<file path="config.mk">
export PLATFORM = sky130hd
export DESIGN_NAME = divider
export DESIGN_NICKNAME = d
export VERILOG_FILES = /design/src/rtl/divider.sv
export SDC_FILE = /design/constraint.sdc
export NUM_CORES = 1
export LEC_CHECK = 0
export CAP_MARGIN = 40
export CORE_MARGIN = 2
export CORE_UTILIZATION = 61
export DETAILED_ROUTE_END_ITERATION = 10
export GPL_ROUTABILITY_DRIVEN = 1
export PLACE_DENSITY = 0.89
export SLEW_MARGIN = 15
export SYNTH_ARGS = -nofsm -noshare
export SYNTH_HDL_FRONTEND = slang
export SYNTH_SLANG_ARGS = --single-unit
</file>
<file path="constraint.sdc">
create_clock -name clk_in -period 5.9 [get_ports clk_in]
set_input_delay 0.885 -clock clk_in [delete_from_list [all_inputs] [get_ports clk_in]]
set_output_delay 0.885 -clock clk_in [all_outputs]
set_load 0.01 [all_outputs]
</file>
<file path="src/rtl/divider.sv">
// -----------------------------------------------------------------------------
// divider
//   Sequential signed fixed-point divider, val = a / b. Operands and result are
//   two's-complement Q(WIDTH-FBITS).FBITS. Magnitudes are divided by a
//   restoring divider producing one quotient bit per clock, MSB first, and the
//   sign is applied in a final cycle. The result is truncated toward zero.
//
// Ports
//   clk_in  in   1      clock, all logic on the rising edge
//   rst_in  in   1      synchronous active-high reset, aborts a running division
//   start   in   1      request a division, sampled only while idle
//   busy    out  1      division in progress
//   done    out  1      one-cycle pulse when a division finishes (any outcome)
//   valid   out  1      val holds a correct quotient
//   dbz     out  1      last division had b == 0
//   ovf     out  1      last quotient does not fit in WIDTH signed bits
//   a       in   WIDTH  dividend
//   b       in   WIDTH  divisor
//   val     out  WIDTH  quotient
// -----------------------------------------------------------------------------
module divider #(
  parameter int WIDTH = 16,
  parameter int FBITS = 8
) (
  input  logic             clk_in,
  input  logic             rst_in,
  input  logic             start,
  output logic             busy,
  output logic             done,
  output logic             valid,
  output logic             dbz,
  output logic             ovf,
  input  logic [WIDTH-1:0] a,
  input  logic [WIDTH-1:0] b,
  output logic [WIDTH-1:0] val
);

  // Dividend is |a| scaled by 2^FBITS, so the quotient needs NB bits.
  localparam int NB = WIDTH + FBITS;
  localparam int CW = $clog2(NB + 1);

  typedef enum logic [1:0] {IDLE, CALC, SIGN} state_e;

  state_e           state_q, state_d;
  logic [CW-1:0]    cnt_q,   cnt_d;
  logic [NB-1:0]    dvd_q,   dvd_d;    // dividend shifts out, quotient shifts in
  logic [WIDTH-1:0] rem_q,   rem_d;
  logic [WIDTH-1:0] ub_q,    ub_d;
  logic             neg_q,   neg_d;
  logic             done_q,  done_d;
  logic             valid_q, valid_d;
  logic             dbz_q,   dbz_d;
  logic             ovf_q,   ovf_d;
  logic [WIDTH-1:0] val_q,   val_d;

  // Restoring step: bring in the next dividend bit, subtract when it fits.
  logic [WIDTH:0]   rem_sh;
  logic [WIDTH:0]   rem_diff;
  logic             take;
  // Unsigned magnitudes; -2^(WIDTH-1) maps exactly to 2^(WIDTH-1).
  logic [WIDTH-1:0] ua;
  logic [WIDTH-1:0] ub;
  logic [WIDTH-1:0] q_lo;

  assign rem_sh   = {rem_q, dvd_q[NB-1]};
  assign rem_diff = rem_sh - {1'b0, ub_q};
  assign take     = (rem_sh >= {1'b0, ub_q});
  assign ua       = a[WIDTH-1] ? (~a + WIDTH'(1)) : a;
  assign ub       = b[WIDTH-1] ? (~b + WIDTH'(1)) : b;
  assign q_lo     = dvd_q[WIDTH-1:0];

  // NOTE: every always_comb output gets a default first, so no path can
  // leave a signal unassigned and infer a latch.
  always_comb begin
    state_d = state_q;
    cnt_d   = cnt_q;
    dvd_d   = dvd_q;
    rem_d   = rem_q;
    ub_d    = ub_q;
    neg_d   = neg_q;
    done_d  = 1'b0;
    valid_d = valid_q;
    dbz_d   = dbz_q;
    ovf_d   = ovf_q;
    val_d   = val_q;

    unique case (state_q)
      IDLE: begin
        if (start) begin
          valid_d = 1'b0;
          dbz_d   = 1'b0;
          ovf_d   = 1'b0;
          val_d   = '0;
          if (b == '0) begin
            // Divide-by-zero completes immediately without leaving IDLE.
            dbz_d  = 1'b1;
            done_d = 1'b1;
          end else begin
            state_d = CALC;
            cnt_d   = '0;
            dvd_d   = NB'(ua) << FBITS;
            rem_d   = '0;
            ub_d    = ub;
            neg_d   = a[WIDTH-1] ^ b[WIDTH-1];
          end
        end
      end

      CALC: begin
        rem_d = take ? rem_diff[WIDTH-1:0] : rem_sh[WIDTH-1:0];
        dvd_d = (dvd_q << 1) | NB'(take);
        if (cnt_q == CW'(NB - 1)) begin
          state_d = SIGN;
        end else begin
          cnt_d = cnt_q + CW'(1);
        end
      end

      SIGN: begin
        state_d = IDLE;
        done_d  = 1'b1;
        // Any bit at or above WIDTH-1 means |q| >= 2^(WIDTH-1); the most
        // negative value is also rejected to keep the range symmetric.
        if (|dvd_q[NB-1:WIDTH-1]) begin
          ovf_d   = 1'b1;
          valid_d = 1'b0;
          val_d   = '0;
        end else begin
          valid_d = 1'b1;
          val_d   = neg_q ? (~q_lo + WIDTH'(1)) : q_lo;
        end
      end

      default: state_d = IDLE;
    endcase
  end

  // NOTE: sequential state uses non-blocking assignments so every flop
  // samples the pre-edge values regardless of statement order.
  always_ff @(posedge clk_in) begin
    if (rst_in) begin
      state_q <= IDLE;
      cnt_q   <= '0;
      dvd_q   <= '0;
      rem_q   <= '0;
      ub_q    <= '0;
      neg_q   <= 1'b0;
      done_q  <= 1'b0;
      valid_q <= 1'b0;
      dbz_q   <= 1'b0;
      ovf_q   <= 1'b0;
      val_q   <= '0;
    end else begin
      state_q <= state_d;
      cnt_q   <= cnt_d;
      dvd_q   <= dvd_d;
      rem_q   <= rem_d;
      ub_q    <= ub_d;
      neg_q   <= neg_d;
      done_q  <= done_d;
      valid_q <= valid_d;
      dbz_q   <= dbz_d;
      ovf_q   <= ovf_d;
      val_q   <= val_d;
    end
  end

  assign busy  = (state_q != IDLE);
  assign done  = done_q;
  assign valid = valid_q;
  assign dbz   = dbz_q;
  assign ovf   = ovf_q;
  assign val   = val_q;

endmodule

</file>
* Word-level counts from Yosys, hierarchy flattened *
Cells that the tools add are included.

word-level totals
  bits of input ports = 35
  register bits = 84
  logic and storage cells = 73
  output and inout port bits = 21

cells by class
  order comparisons = 1
  eq/ne operators = 8
  bitwise operators = 6
  reductions and logical operators = 13
  muxes and demuxes = 29
  add/sub/neg operators = 5

operator list
  cell                                                              number
  16-bit two-way mux                                                8
  16-bit case mux with 2 select lines                               2
  16-bit by 1-bit adder with 16-bit output (second input constant)  3
  24-bit two-way mux                                                2
  16-bit inverter                                                   3
  24-bit case mux with 2 select lines                               1
  24-bit by 1-bit bitwise OR with 24-bit output                     1
  17-bit by 16-bit greater-or-equal comparator with 1-bit output    1
  16-bit logical NOT                                                1
  16-bit subtractor                                                 1
  5-bit two-way mux                                                 3
  3-bit AND reduction                                               4
  2-bit != test (second input constant)                             5
  5-bit case mux with 2 select lines                                1
  9-bit OR reduction                                                1
  2-bit two-way mux                                                 3
  1-bit case mux with 2 select lines                                3
  2-bit nonzero test                                                3
  5-bit by 1-bit adder with 5-bit output (second input constant)    1
  5-bit equality test (second input constant)                       1
  1-bit two-way mux                                                 5
  2-bit case mux with 2 select lines                                1
  2-bit AND reduction                                               2
  4-bit AND reduction                                               1
  other kinds (5)                                                   5

* Logic depth before layout (Yosys ltp) *
  depth after elaboration = 6
  gate-level depth with buffers = 11
  depth with buffers taken out = 10

* Worst setup path before layout *
OpenSTA, ideal clock, no wires.

  path type = input-to-reg
  from = input port b[0]
  to = register dvd_q[13]
  setup time = 128 ps
  path buffers = 2
  data required time = 5772 ps
  cell stages on the path = 11
  path slack = 2933 ps
  arrival = 2840 ps
  cell sequence = inv_1 ha_1 or3b_1 or4_4 o31ai_4 a21o_1 buf_6 buf_8 a211oi_1 a21oi_2 nor2_1

between the ends
  word-level cells in the longest chain between the ends = 3

RTL lines
  what                           line  text
  start: declaration             34    input logic [WIDTH-1:0] b,
  16-bit logical NOT             94    if (b == '0) begin
  2-bit != test (no line)        -
  3-bit AND reduction (no line)  -
  end signal: assignment         156   dvd_q <= dvd_d;
  end: declaration               46    logic [NB-1:0] dvd_q, dvd_d;

No other way between the ends.
A chain may end at the register's enable or synchronous reset.

* Final worst setup path *
  from = input port b[1]
  to = register dvd_q[9]

The elaborated chain is that of the path after synthesis.

==> results.toml <==
[yosys]
synthFlopType = "dfxtp_1"
avgSynthCellArea_sq_um = 8.23
synth_cells = 598
yosysWarningCount = 0
synth_cell_types = 64
synth-seq-cells = 84
syn-cell-area_sq_um = 4920
synth_edf_count = 0
syn-num-nets = 654
synthArstFlopShare_pct = 0
ys_seq_area_share_pct = 34.2

[route]
wl_met3_microns = 636
met1Wirelength_mm = 5.32
wl_mm = 12.1
dr.pass1.iters = 5
highest_layer = "met4"
wl_met2_mm = 5.88
drtAntennaViolNets = 0
dr_total_vias = 4599
wl_per_cell_microns = 16.2
drt_first_iter_violations = 223
via_per_inst = 6.15
drc = 0

[place]
hpwl_mm = 8.68
dp_slack_ns = 1.72
io_buffers = 55
gp_congestion = 0.865

[worst_setup_path]
critPathMaxStageDelay_ns = 0.58
reg2reg_from = "ub_q[14]$_SDFFE_PP0P_"
worst_setup_path_start_kind = "input port"
path_cells = "clkdlybuf4s50_1 -> inv_1 -> ha_1 -> or3b_1 -> or4_4 -> o31ai_4 -> a21o_1 -> buf_8 -> nor3_1 -> a221oi_2 -> nor2_1"
required_ns = 6.14
arrival_ns = 3.69
crit_type = "input port to flop"
cp_max_fo = 21
r2r_end = "rem_q[1]$_SDFFE_PP0P_"
r2r_cells = 9
crit_path_end_kind = "flop"
worst-r2r-setup-slack_ns = 3.37
critPathSlowestCell = "or4_4"

[timing]
tightest_slew_ns = 0.806
finalSetupTns_ns = 0
rsz0062_at_grt = "no"
period_share_pct = 58.5
slew_headroom_pct = 45.9
whs_ns = 0.473
hold_viol = 0
min_period_ns = 3.45
setup_viol = 0
finalWorstSetupSlack_ns = 2.45
max_freq_mhz = 290
slew_violations = 0
finClkSkew_ns = 0.00904

[clock_network]
htree_levels = 3
clockBufferDepth = 2
cts_made_buffers = 9
clk_latency_ns = 0.37
cts_hold_buf = 0
cts_tree = "yes"
postCtsResizedCells = 0
cts-root-buf = "clkbuf_8"
clk_pin_slew_ns = 0.09
cts_num_sinks = 84
cts_setup_buffers = 0

[power_and_ir_drop]
power_mw = 1.93
p_sw_mw = 0.752
p_leak_nw = 2.19
ir_drop_mv = 0.188
swShare_pct = 39.1
power_frac_comb_pct = 42.2
seqPwrFrac_pct = 34.8
pwr-share-clk_pct = 23.1
powerDensity_nw_per_um2 = 336
internal_power_mw = 1.17

[worst_hold_path]
min_path_cells = 2
hold_path.startpoint = "dbz$_SDFFE_PP0P_"
min_path_type = "flop to flop"
min_to = "dbz$_SDFFE_PP0P_"

[grt]
grt_pass1_vias = 4345
gr-total-overflow = 0
grt_max_degree = 38
grtUsageTotal_pct = 28.1
grt_pass1_wl_mm = 19.9
antenna_found_initial = 0

[flow_run]
cap_violations = 0

[floorplan]
die_w_microns = 93.8
die_h_microns = 93.8
dieArea_sq_um = 8800
core.rowCount = 32
core-area_sq_um = 7770
ios = 56
initial_core_util_pct = 63.4

[cells_and_area]
final_net_count = 697
num_antenna_cells = 0
mostFrequentLayoutCell = "dfxtp_1"
drive_gt1_share_pct = 7.12
areaGrowthSynthToFinish_pct = 16.3
layout_common_cells = "dfxtp_1 (84), nor2_1 (64), nand2_1 (61), clkdlybuf4s50_1 (54), o21ai_0 (44)"

[status]
outcome = "finished clean"
-- registers in the layout (all words and copies together), names as in the netlist --
| register | cells |
|---|---|
| done | 1 |
| rem_q | 16 |
| ub_q | 16 |
| valid | 1 |
| state_q | 2 |
| dvd_q | 24 |
| ovf | 1 |
| val | 16 |
| neg_q | 1 |
| cnt_q | 5 |
| dbz | 1 |
-- stage by stage --
stage               utilization [%]  instances  instance area [sq um]
global route                   73.7        748                   5730
floorplan                         -        598                   4920
global placement               70.4        729                   5470
detailed placement             70.8        731                   5500
CTS                            73.5        747                   5710
finish                         73.7        748                   5730
-- cell families (layout without fill, tap and decap cells) --
logic type      after synthesis  after routing  synth area share, %
buf+inv                      62            110                 5.67
simple gates                187            187                 17.7
fa+ha+maj                    21             21                 5.49
compound gates              179            179                 25.1
mux                          13             13                 2.64
xor+xnor                     52             52                 9.25
flops                        84             84                 34.2
-- metal layers --
metal	global-route usage, %	vias to the layer above
met5	0	-
met4	9.78	0
met3	5.14	34
met2	47.1	161
met1	36.2	2173
li1	-	2231
-- area by class of cell --
cell class | count | area (sq um)
inverter | 33 | 124
timing repair buffer | 61 | 618
clock inverter | 6 | 71.3
clock buffer | 10 | 138
tap | 102 | 128
sequential | 84 | 1680
fill | 591 | 2040
multi-input combinational | 452 | 2970
-- synth_stat cells (2+ instances only) --
| library cell | number | area (sq um) |
|---|---|---|
| buf_2 | 4 | 20.0 |
| a22o_1 | 6 | 52.6 |
| nand2b_1 | 3 | 18.8 |
| nand4b_1 | 2 | 17.5 |
| dfxtp_1 | 84 | 1680 |
| a21oi_2 | 7 | 61.3 |
| a21oi_1 | 30 | 150 |
| or4_1 | 3 | 22.5 |
| o211ai_1 | 2 | 15.0 |
| nor3b_1 | 4 | 30.0 |
| buf_6 | 4 | 45.0 |
| nand2_1 | 61 | 229 |
| a221oi_1 | 3 | 26.3 |
| o21ai_1 | 2 | 10.0 |
| nor4_1 | 4 | 25.0 |
| nor3_1 | 13 | 65.1 |
| a32oi_1 | 5 | 43.8 |
| inv_1 | 32 | 120 |
| nor2_2 | 2 | 12.5 |
| o21bai_1 | 3 | 22.5 |
| a22oi_1 | 9 | 67.6 |
| or3_1 | 3 | 18.8 |
| a211oi_1 | 22 | 165 |
| o31a_1 | 2 | 17.5 |
| o41ai_1 | 6 | 52.6 |
| o21ai_0 | 44 | 220 |
| or4_4 | 2 | 22.5 |
| or2_2 | 4 | 25.0 |
| xnor2_1 | 16 | 140 |
| o221ai_1 | 3 | 26.3 |
| nand3_1 | 5 | 25.0 |
| clkbuf_1 | 19 | 71.3 |
| o31ai_1 | 12 | 90.1 |
| xor2_1 | 36 | 315 |
| nor2b_1 | 5 | 31.3 |
| a21o_1 | 6 | 45.0 |
| nand4_1 | 5 | 31.3 |
| mux2i_1 | 13 | 130 |
| ha_1 | 20 | 250 |
| o21a_1 | 5 | 37.5 |
| nor2_1 | 64 | 240 |
-- power by group through the flow --
stage | Clock (mW) | Combinational [mW] | Sequential (mW)
after floorplan | 0 | 0.609 | 0.663
after global placement | 0 | 0.749 | 0.677
after detailed placement | 0 | 0.787 | 0.680
after CTS | 0.441 | 0.799 | 0.667
after global routing | 0.467 | 0.886 | 0.675
final | 0.444 | 0.812 | 0.669
-- critical path: cells and delay by family --
kind / cells / cell delay (ns)
buffers and inverters: 3 / 0.78
and+or+nand+nor: 4 / 1.11
AOI/OAI and AO/OA: 3 / 0.75
adders and majority gates: 1 / 0.15
-- how the worst max path moves through the flow --
stage                                   to  startpoint  cells after the start  slack, ns
floorplan           dvd_q[13]$_SDFFE_PP0P_        b[0]                     11       2.93
global placement     dvd_q[9]$_SDFFE_PP0P_        b[0]                     10       1.81
detailed placement   dvd_q[9]$_SDFFE_PP0P_        b[0]                     10       1.72
CTS                  dvd_q[9]$_SDFFE_PP0P_        b[0]                     10       2.10
global route         dvd_q[9]$_SDFFE_PP0P_        b[0]                     11       2.31
finish               dvd_q[9]$_SDFFE_PP0P_        b[1]                     11       2.45
(Power assumes the default switching activity.)
